## src/rtl/sad_block_engine.sv

```systemverilog
// Walks the receive RAM on a ram_full rising edge and accumulates SAD between blocks A and B.
// Latency: 2N+2 cycles from the sampled ram_full edge to the done pulse.
// Backpressure: none; ram_full edges seen while a run is in progress are dropped, not queued.
module sad_block_engine #(
    parameter int WIDTH  = 8,
    parameter int ADDR_W = 9,
    parameter int N      = 64,
    parameter int SAD_W  = 16
) (
    input  logic              clk,
    input  logic              rst,
    input  logic              ram_full,
    input  logic [WIDTH-1:0]  rd_data,
    output logic [ADDR_W-1:0] addr,
    output logic              busy,
    output logic              done,
    output logic [SAD_W-1:0]  sad
);

    localparam int IDX_W = (N > 1) ? $clog2(N) : 1;
    localparam logic [IDX_W-1:0]  LAST_IDX = IDX_W'(N - 1);
    localparam logic [ADDR_W-1:0] B_BASE   = ADDR_W'(N);

    typedef enum logic [1:0] {
        IDLE,
        RUN,
        DRAIN,
        DONE
    } state_t;

    state_t             state_q, state_d;
    logic               ram_full_q, ram_full_d;
    logic               phase_q, phase_d;
    logic [IDX_W-1:0]   idx_q, idx_d;
    logic [WIDTH-1:0]   a_q, a_d;
    logic [SAD_W-1:0]   acc_q, acc_d;
    logic [ADDR_W-1:0]  addr_q, addr_d;
    logic               busy_q, busy_d;
    logic               done_q, done_d;
    logic [SAD_W-1:0]   sad_q, sad_d;

    logic               start;
    logic [WIDTH:0]     a_ext;
    logic [WIDTH:0]     b_ext;
    logic [WIDTH:0]     abs_diff;
    logic [SAD_W:0]     acc_sum;
    logic [SAD_W-1:0]   acc_next;

    // Only a fresh edge seen while idle launches a run.
    assign start = ram_full & ~ram_full_q & (state_q == IDLE);

    // |A - B| against the current read data, added with a sticky all-ones clamp on carry-out.
    always_comb begin
        a_ext    = {1'b0, a_q};
        b_ext    = {1'b0, rd_data};
        abs_diff = (a_ext >= b_ext) ? (a_ext - b_ext) : (b_ext - a_ext);
        acc_sum  = {1'b0, acc_q} + {{(SAD_W - WIDTH){1'b0}}, abs_diff};
        acc_next = acc_sum[SAD_W] ? {SAD_W{1'b1}} : acc_sum[SAD_W-1:0];
    end

    // Next-state logic: the RUN phase bit alternates A-address and B-address cycles.
    always_comb begin
        state_d    = state_q;
        ram_full_d = ram_full;
        phase_d    = phase_q;
        idx_d      = idx_q;
        a_d        = a_q;
        acc_d      = acc_q;
        addr_d     = addr_q;
        busy_d     = busy_q;
        done_d     = 1'b0;
        sad_d      = sad_q;

        case (state_q)
            IDLE: begin
                if (start) begin
                    state_d = RUN;
                    phase_d = 1'b0;
                    idx_d   = '0;
                    acc_d   = '0;
                    addr_d  = '0;
                    busy_d  = 1'b1;
                end
            end
            RUN: begin
                if (!phase_q) begin
                    // rd_data holds B[idx-1] here, paired with the A captured last cycle.
                    if (idx_q != '0) begin
                        acc_d = acc_next;
                    end
                    phase_d = 1'b1;
                    addr_d  = B_BASE + ADDR_W'(idx_q);
                end else begin
                    a_d = rd_data;
                    if (idx_q == LAST_IDX) begin
                        state_d = DRAIN;
                    end else begin
                        phase_d = 1'b0;
                        idx_d   = idx_q + IDX_W'(1);
                        addr_d  = ADDR_W'(idx_q + IDX_W'(1));
                    end
                end
            end
            DRAIN: begin
                // Last B word arrives one cycle after its address; fold it in and publish.
                acc_d   = acc_next;
                sad_d   = acc_next;
                done_d  = 1'b1;
                busy_d  = 1'b0;
                state_d = DONE;
            end
            DONE: begin
                state_d = IDLE;
            end
            default: begin
                state_d = IDLE;
            end
        endcase
    end

    // State and registered outputs; synchronous active-low reset aborts any run.
    always_ff @(posedge clk) begin
        if (!rst) begin
            state_q    <= IDLE;
            ram_full_q <= 1'b0;
            phase_q    <= 1'b0;
            idx_q      <= '0;
            a_q        <= '0;
            acc_q      <= '0;
            addr_q     <= '0;
            busy_q     <= 1'b0;
            done_q     <= 1'b0;
            sad_q      <= '0;
        end else begin
            state_q    <= state_d;
            ram_full_q <= ram_full_d;
            phase_q    <= phase_d;
            idx_q      <= idx_d;
            a_q        <= a_d;
            acc_q      <= acc_d;
            addr_q     <= addr_d;
            busy_q     <= busy_d;
            done_q     <= done_d;
            sad_q      <= sad_d;
        end
    end

    assign addr = addr_q;
    assign busy = busy_q;
    assign done = done_q;
    assign sad  = sad_q;

endmodule

```

## config.mk

```make
export PLATFORM = sky130hd
export DESIGN_NAME = sad_block_engine
export DESIGN_NICKNAME = d
export VERILOG_FILES = /design/src/rtl/sad_block_engine.sv
export SDC_FILE = /design/constraint.sdc
export NUM_CORES = 1
export LEC_CHECK = 0
export BUFFER_PORTS_ARGS = -buffer_cell sky130_fd_sc_hd__buf_2
export CORE_UTILIZATION = 52
export CTS_CLUSTER_DIAMETER = 60
export DETAILED_ROUTE_END_ITERATION = 10
export GPL_ROUTABILITY_DRIVEN = 0
export GPL_TIMING_DRIVEN = 0
export PLACE_DENSITY = 0.69
export RECOVER_POWER = 50
export SYNTH_ARGS = -nofsm -noshare
export SYNTH_HDL_FRONTEND = slang
export SYNTH_SLANG_ARGS = --single-unit
export TNS_END_PERCENT = 10
```

## constraint.sdc

```tcl
create_clock -name clk -period 7.4 [get_ports clk]
set_clock_uncertainty 0.2 [all_clocks]
set_input_delay 1.11 -clock clk [delete_from_list [all_inputs] [get_ports clk]]
set_output_delay 1.11 -clock clk [all_outputs]
set_load 0.03 [all_outputs]
```

* Word level (Yosys, flattened, before mapping)
Index checks and enable logic that the tools add are counted. W data, S select, Z words.
Operators by class: order comparisons 1, add/subtract/negate cells 6, reduce and logical (&&, ||, !) cells 12, mux-type cells 25, bitwise operators 3, eq/ne operators 11
Operators with widths (number):
- $mux W16 | 4
- $pmux W16 S3 | 1
- $mux W9 | 4
- $mux W6 | 3
- $pmux W9 S2 | 1
- $sub A8 B8 Y9 | 2
- $add A16 B9 Y17 | 1
- $ne A2 B2 Y1 const B | 6
- $pmux W6 S2 | 1
- $add A7 B6 Y8 const A | 1
- $ge A8 B8 Y1 | 1
- $pmux W2 S4 | 1
- $reduce_and A4 Y1 | 2
- $add A6 B1 Y7 const B | 1
- $add A6 B1 Y6 const B | 1
- $eq A6 B6 Y1 const B | 1
- $mux W2 | 3
- $reduce_and A2 Y1 | 3
- $reduce_and A3 Y1 | 2
- $reduce_bool A6 Y1 | 1
- $mux W1 | 5
- $eq A2 B2 Y1 const B | 2
- $pmux W1 S2 | 2
- $reduce_bool A2 Y1 | 2
- other kinds (6) | 7
Word-level totals: output and inout bits 27, word-level logic and storage cells 68, bits in registers 61

* Depth between registers and ports, before layout
word-level depth 7, depth in mapped cells 17, mapped depth without buffers 16

* Worst setup path before layout
No wires, ideal clock.
path type input-to-reg, start in rd_data[2], end reg sad_q[10] (netlist: sad[10]), buffers on the path 1, setup slack 2.728 ns, data arrival time 4.355 ns, required time 7.083 ns, cell stages on the path 15, cell sequence inv_1 -> ha_1 -> a21oi_2 -> o21ai_2 -> a221o_1 -> o32ai_4 -> mux2i_1 -> a22oi_2 -> ha_1 -> o211a_1 -> a211oi_1 -> a31oi_1 -> buf_2 -> a21o_1 -> a32o_1
Between the ends: cells in the longest elaborated chain, start to end 4, elaborated cells between the ends (all ways) 6
RTL lines:
- start: declaration | RTL line 13 | input logic [WIDTH-1:0] rd_data,
- $sub A8 B8 Y9 or $ge A8 B8 Y1 (tied branches) | RTL line 56 | abs_diff = (a_ext >= b_ext) ? (a_ext - b_ext) : (b_ext - a_ext);
- $mux W9 * | RTL line 56
- $add A16 B9 Y17 * | RTL line 57 | acc_sum = {1'b0, acc_q} + {{(SAD_W - WIDTH){1'b0}}, abs_diff};
- $mux W16 * | RTL line 58 | acc_next = acc_sum[SAD_W] ? {SAD_W{1'b1}} : acc_sum[SAD_W-1:0];
- end signal: assignment | RTL line 133 | sad_q <= '0;
- end signal: assignment | RTL line 144 | sad_q <= sad_d;
- end: declaration | RTL line 40 | logic [SAD_W-1:0] sad_q, sad_d;
Mark *: on every way between the ends. The rest lies on a longest branch, timed or not. A chain may end at the register's enable or synchronous reset.

* Worst setup path in the final report
start in rd_data[2], end reg acc_q[4]
Between the ends: cells in the longest elaborated chain, start to end 7, elaborated cells between the ends (all ways) 9
RTL lines:
- $sub A8 B8 Y9 or $ge A8 B8 Y1 (tied branches) | RTL line 56
- $mux W9 * | RTL line 56
- $add A16 B9 Y17 * | RTL line 57
- $mux W16 * | RTL line 58
- $mux W16 | RTL line 88 | if (idx_q != '0) begin
- $mux W16 | RTL line 86 | if (!phase_q) begin
- $pmux W16 S3 * | RTL line 74 | case (state_q)
- end signal: assignment | RTL line 129 | acc_q <= '0;
- end signal: assignment | RTL line 140 | acc_q <= acc_d;
- end: declaration | RTL line 36 | logic [SAD_W-1:0] acc_q, acc_d;
Mark *: on every way between the ends. The rest lies on a longest branch, timed or not. The select of a mux whose other input is x is not followed.

==> impl_results.md <==
- Max layer used: met4
- Post-cts repair resize count: 0
- Synthesized area: 3836 um2
- Slowest Stage Delay on Critical Path: 450 ps
- Startpoint types: input port
- Largest net degree at the start of global routing: 11
- Mapped Cells: 478
- Layout cells sized above 1: 9.452%
- GRT Residual Overflow: 0
- Cell Rows: 30
- Netlist cell types: 60
- Worst hold slack: 252.3 ps
- Layout area overhead: 11.97%
- Largest delay share family, worst path: compound AO/OA/AOI/OAI gates
- Sequential area share after synthesis: 30.79%
- Arrival time at the worst endpoint: 5110 ps
- Fmax: 195.8 MHz
- CTS hold repair buffers: 0
- Min Clock Period, post-route: 5108 ps
- Met2 WL post-DR: 4437 um
- Rel. slew slack: 37.18%
- CP max stage cell: o32ai_4
- Total wire length: 9389 um
- Clock latency on the worst-skew pair: 340 ps
- N_diodes: 0
- Critical path type: input port to flip-flop
- Met3 WL: 542 um
- Fin crit share: 69.03%
- Total GRT Usage: 25.50%
- Synth Register Bits: 59
- Cts bufs inserted: 9
- CTS Buffer Depth: 2
- Boundary Pins: 38
- Vias in the first global route: 3188
- CTS root buf: clkbuf_8
- Worst Setup End Kind: flip-flop
- Die area: 7725 um2
- DP HPWL: 6968 um
- Wire length of the first global-routing pass: 15230 um
- Post-CTS setup buffers: 0
- Fill cells: 630
- Max-Cap Viols: 0
- Drt via density: 5.795
- Max Slew Vio Count: 0
- Initial Utilization: 55.24%
- Area of the multi-input gates: 2415 um2
- Slew @ Worst Pin: 936.7 ps
- WP buf/inv: 3
- Core Area: 6944 um2
- Final setup viols: 0
- Worst path cell trace: buf_2 -> inv_1 -> ha_1 -> a21oi_2 -> o21ai_2 -> a221o_1 -> o32ai_4 -> mux2i_1 -> a22oi_2 -> ha_1 -> o211a_1 -> a211oi_1 -> a31oi_1 -> buf_2 -> a2bb2oi_1 -> a2bb2oi_1 -> nor2_1
- RSZ-0062 raised after global routing: no
- Seq. cell area: 1181 um2
- Die X: 87.89 um
- Fraction of registers with async set/reset: 0%
- Post-synth EDFFs: 0
- Worst Hold Class: flip-flop to flip-flop
- Reg clk slew, reported paths: 70 ps
- Clock Sinks: 59
- Die H: 87.89 um
- Wl on met1: 4328 um
- Vias: 3622
- Htree depth: 3
- DR DRC count: 0
- Most frequent cells in the layout: dfxtp_1, nand2_1, a21oi_1, clkbuf_1, nor2_1
- Final hold vios: 0
- Final #Nets: 571
- Primary FF master, synth: dfxtp_1
- Avg Cell Area, Syn: 8.025 um2
- CP Max Fanout: 10
- Routed Antenna Nets: 0
- Most common cell after layout, fill and taps aside: dfxtp_1
- Pre-Repair DR Iteration Count: 6
- DR WL/cell: 15.02 um
- Total negative slack: 0 ps
- Starting DRT DRC Count: 203
- Yosys warns: 0
- CTS tree: built
- VDD IR max: 0.2110 mV
- Req. time, crit path: 7410 ps
- Initial antenna violation count: 0
- Power Dens Cells: 311.4 nW/um2
- # port buffers: 35
- Leak: 1.802 nW
- Outcome: finished, final reports clean
-- cell type report --
type	count	share of cell area, %
Sequential cell	59	27.50
Tap cell	96	2.796
Multi-Input combinational cell	361	56.22
Buffer	25	2.680
Timing Repair Buffer	35	3.321
Inverter	34	2.971
Clock inverter	2	0.8156
Clock buffer	13	3.699
-- power breakdown --
| part | total, W | switching [W] | leakage (nW) | internal [W] |
|---|---|---|---|---|
| clock network | 0.000302 | 0.000130 | 0.0995 | 0.000172 |
| registers | 0.000404 | 0.0000329 | 0.478 | 0.000372 |
| logic | 0.000631 | 0.000413 | 1.22 | 0.000218 |
-- worst reg2reg max path, cell delays in order (launching register included) --
cell and delay (ps):
dfxtp_1 330, ha_1 390, a21oi_2 170, o21ai_2 80, a221o_1 380, o32ai_4 450, mux2i_1 370, a22oi_2 140
ha_1 360, o211a_1 160, a211oi_1 380, a31oi_1 170, buf_2 250, a2bb2oi_1 270, a2bb2oi_1 230, nor2_1 60
-- final timing paths --
check | from | slack, ps | cells after the start | end
worst min-delay path | addr[1]$_SDFFE_PN0P_ | 250 | 2 | addr[1]$_SDFFE_PN0P_
worst min register to register | addr[1]$_SDFFE_PN0P_ | 250 | 2 | addr[1]$_SDFFE_PN0P_
worst max-delay path | rd_data[2] | 2290 | 17 | acc_q[4]$_SDFFE_PN0P_
worst max register to register | a_q[2]$_SDFFE_PN0P_ | 2880 | 15 | acc_q[4]$_SDFFE_PN0P_
-- layer usage --
metal	global-route usage [%]	up-vias
li1	-	1802
met1	35.15	1712
met2	40.38	97
met3	5.938	11
met4	5.961	0
met5	0	-
-- per-stage QoR --
step	worst slack, ps	utilization, %	std cells	area (um2)	total power (W)
2_1_floorplan	2728	-	479	3840	0.0008881
3_3_place_gp	2064	59.55	610	4135	0.001033
3_5_place_dp	2018	59.55	610	4135	0.001043
4_1_cts	2341	62.34	625	4329	0.001347
5_1_grt	2090	61.86	625	4295	0.001433
6_report	2292	61.86	625	4295	0.001337
-- sequential cells by signal, indices dropped and copies added, names as in the netlist --
signal      cells
sad            16
busy            1
a_q             8
phase_q         1
ram_full_q      1
addr            7
state_q         2
acc_q          16
done            1
idx_q           6
-- logic make-up after synthesis --
kind of cell | Yosys count | synth area share (%)
AOI/OAI and AO/OA | 146 | 25.93
adders and majority gates | 35 | 12.00
muxes | 7 | 1.859
DFF | 59 | 30.79
other | 1 | 0.09775
xor gates and xnor gates | 14 | 3.196
and+or+nand+nor | 157 | 19.77
buffers and inverters | 59 | 6.360
-- synthesized netlist by cell type, types with 5 or more instances --
cell type	instances	area share, %
buf_2	11	1.4
nand3_1	22	2.9
a2bb2oi_1	7	1.6
ha_1	32	10
a21oi_1	43	5.6
a31oi_1	11	1.8
dfxtp_1	59	31
and3_1	11	1.8
a211oi_1	12	2.3
a21o_1	10	2.0
nor2_1	35	3.4
clkbuf_1	11	1.1
mux2i_1	6	1.6
nor3_1	9	1.2
a311oi_1	6	1.4
xor2_1	5	1.1
o21ai_0	22	2.9
xnor2_1	9	2.1
inv_1	34	3.3
nand4_1	5	0.82
nand2_1	47	4.6
Note: power is estimated with default switching activity, not from simulation.
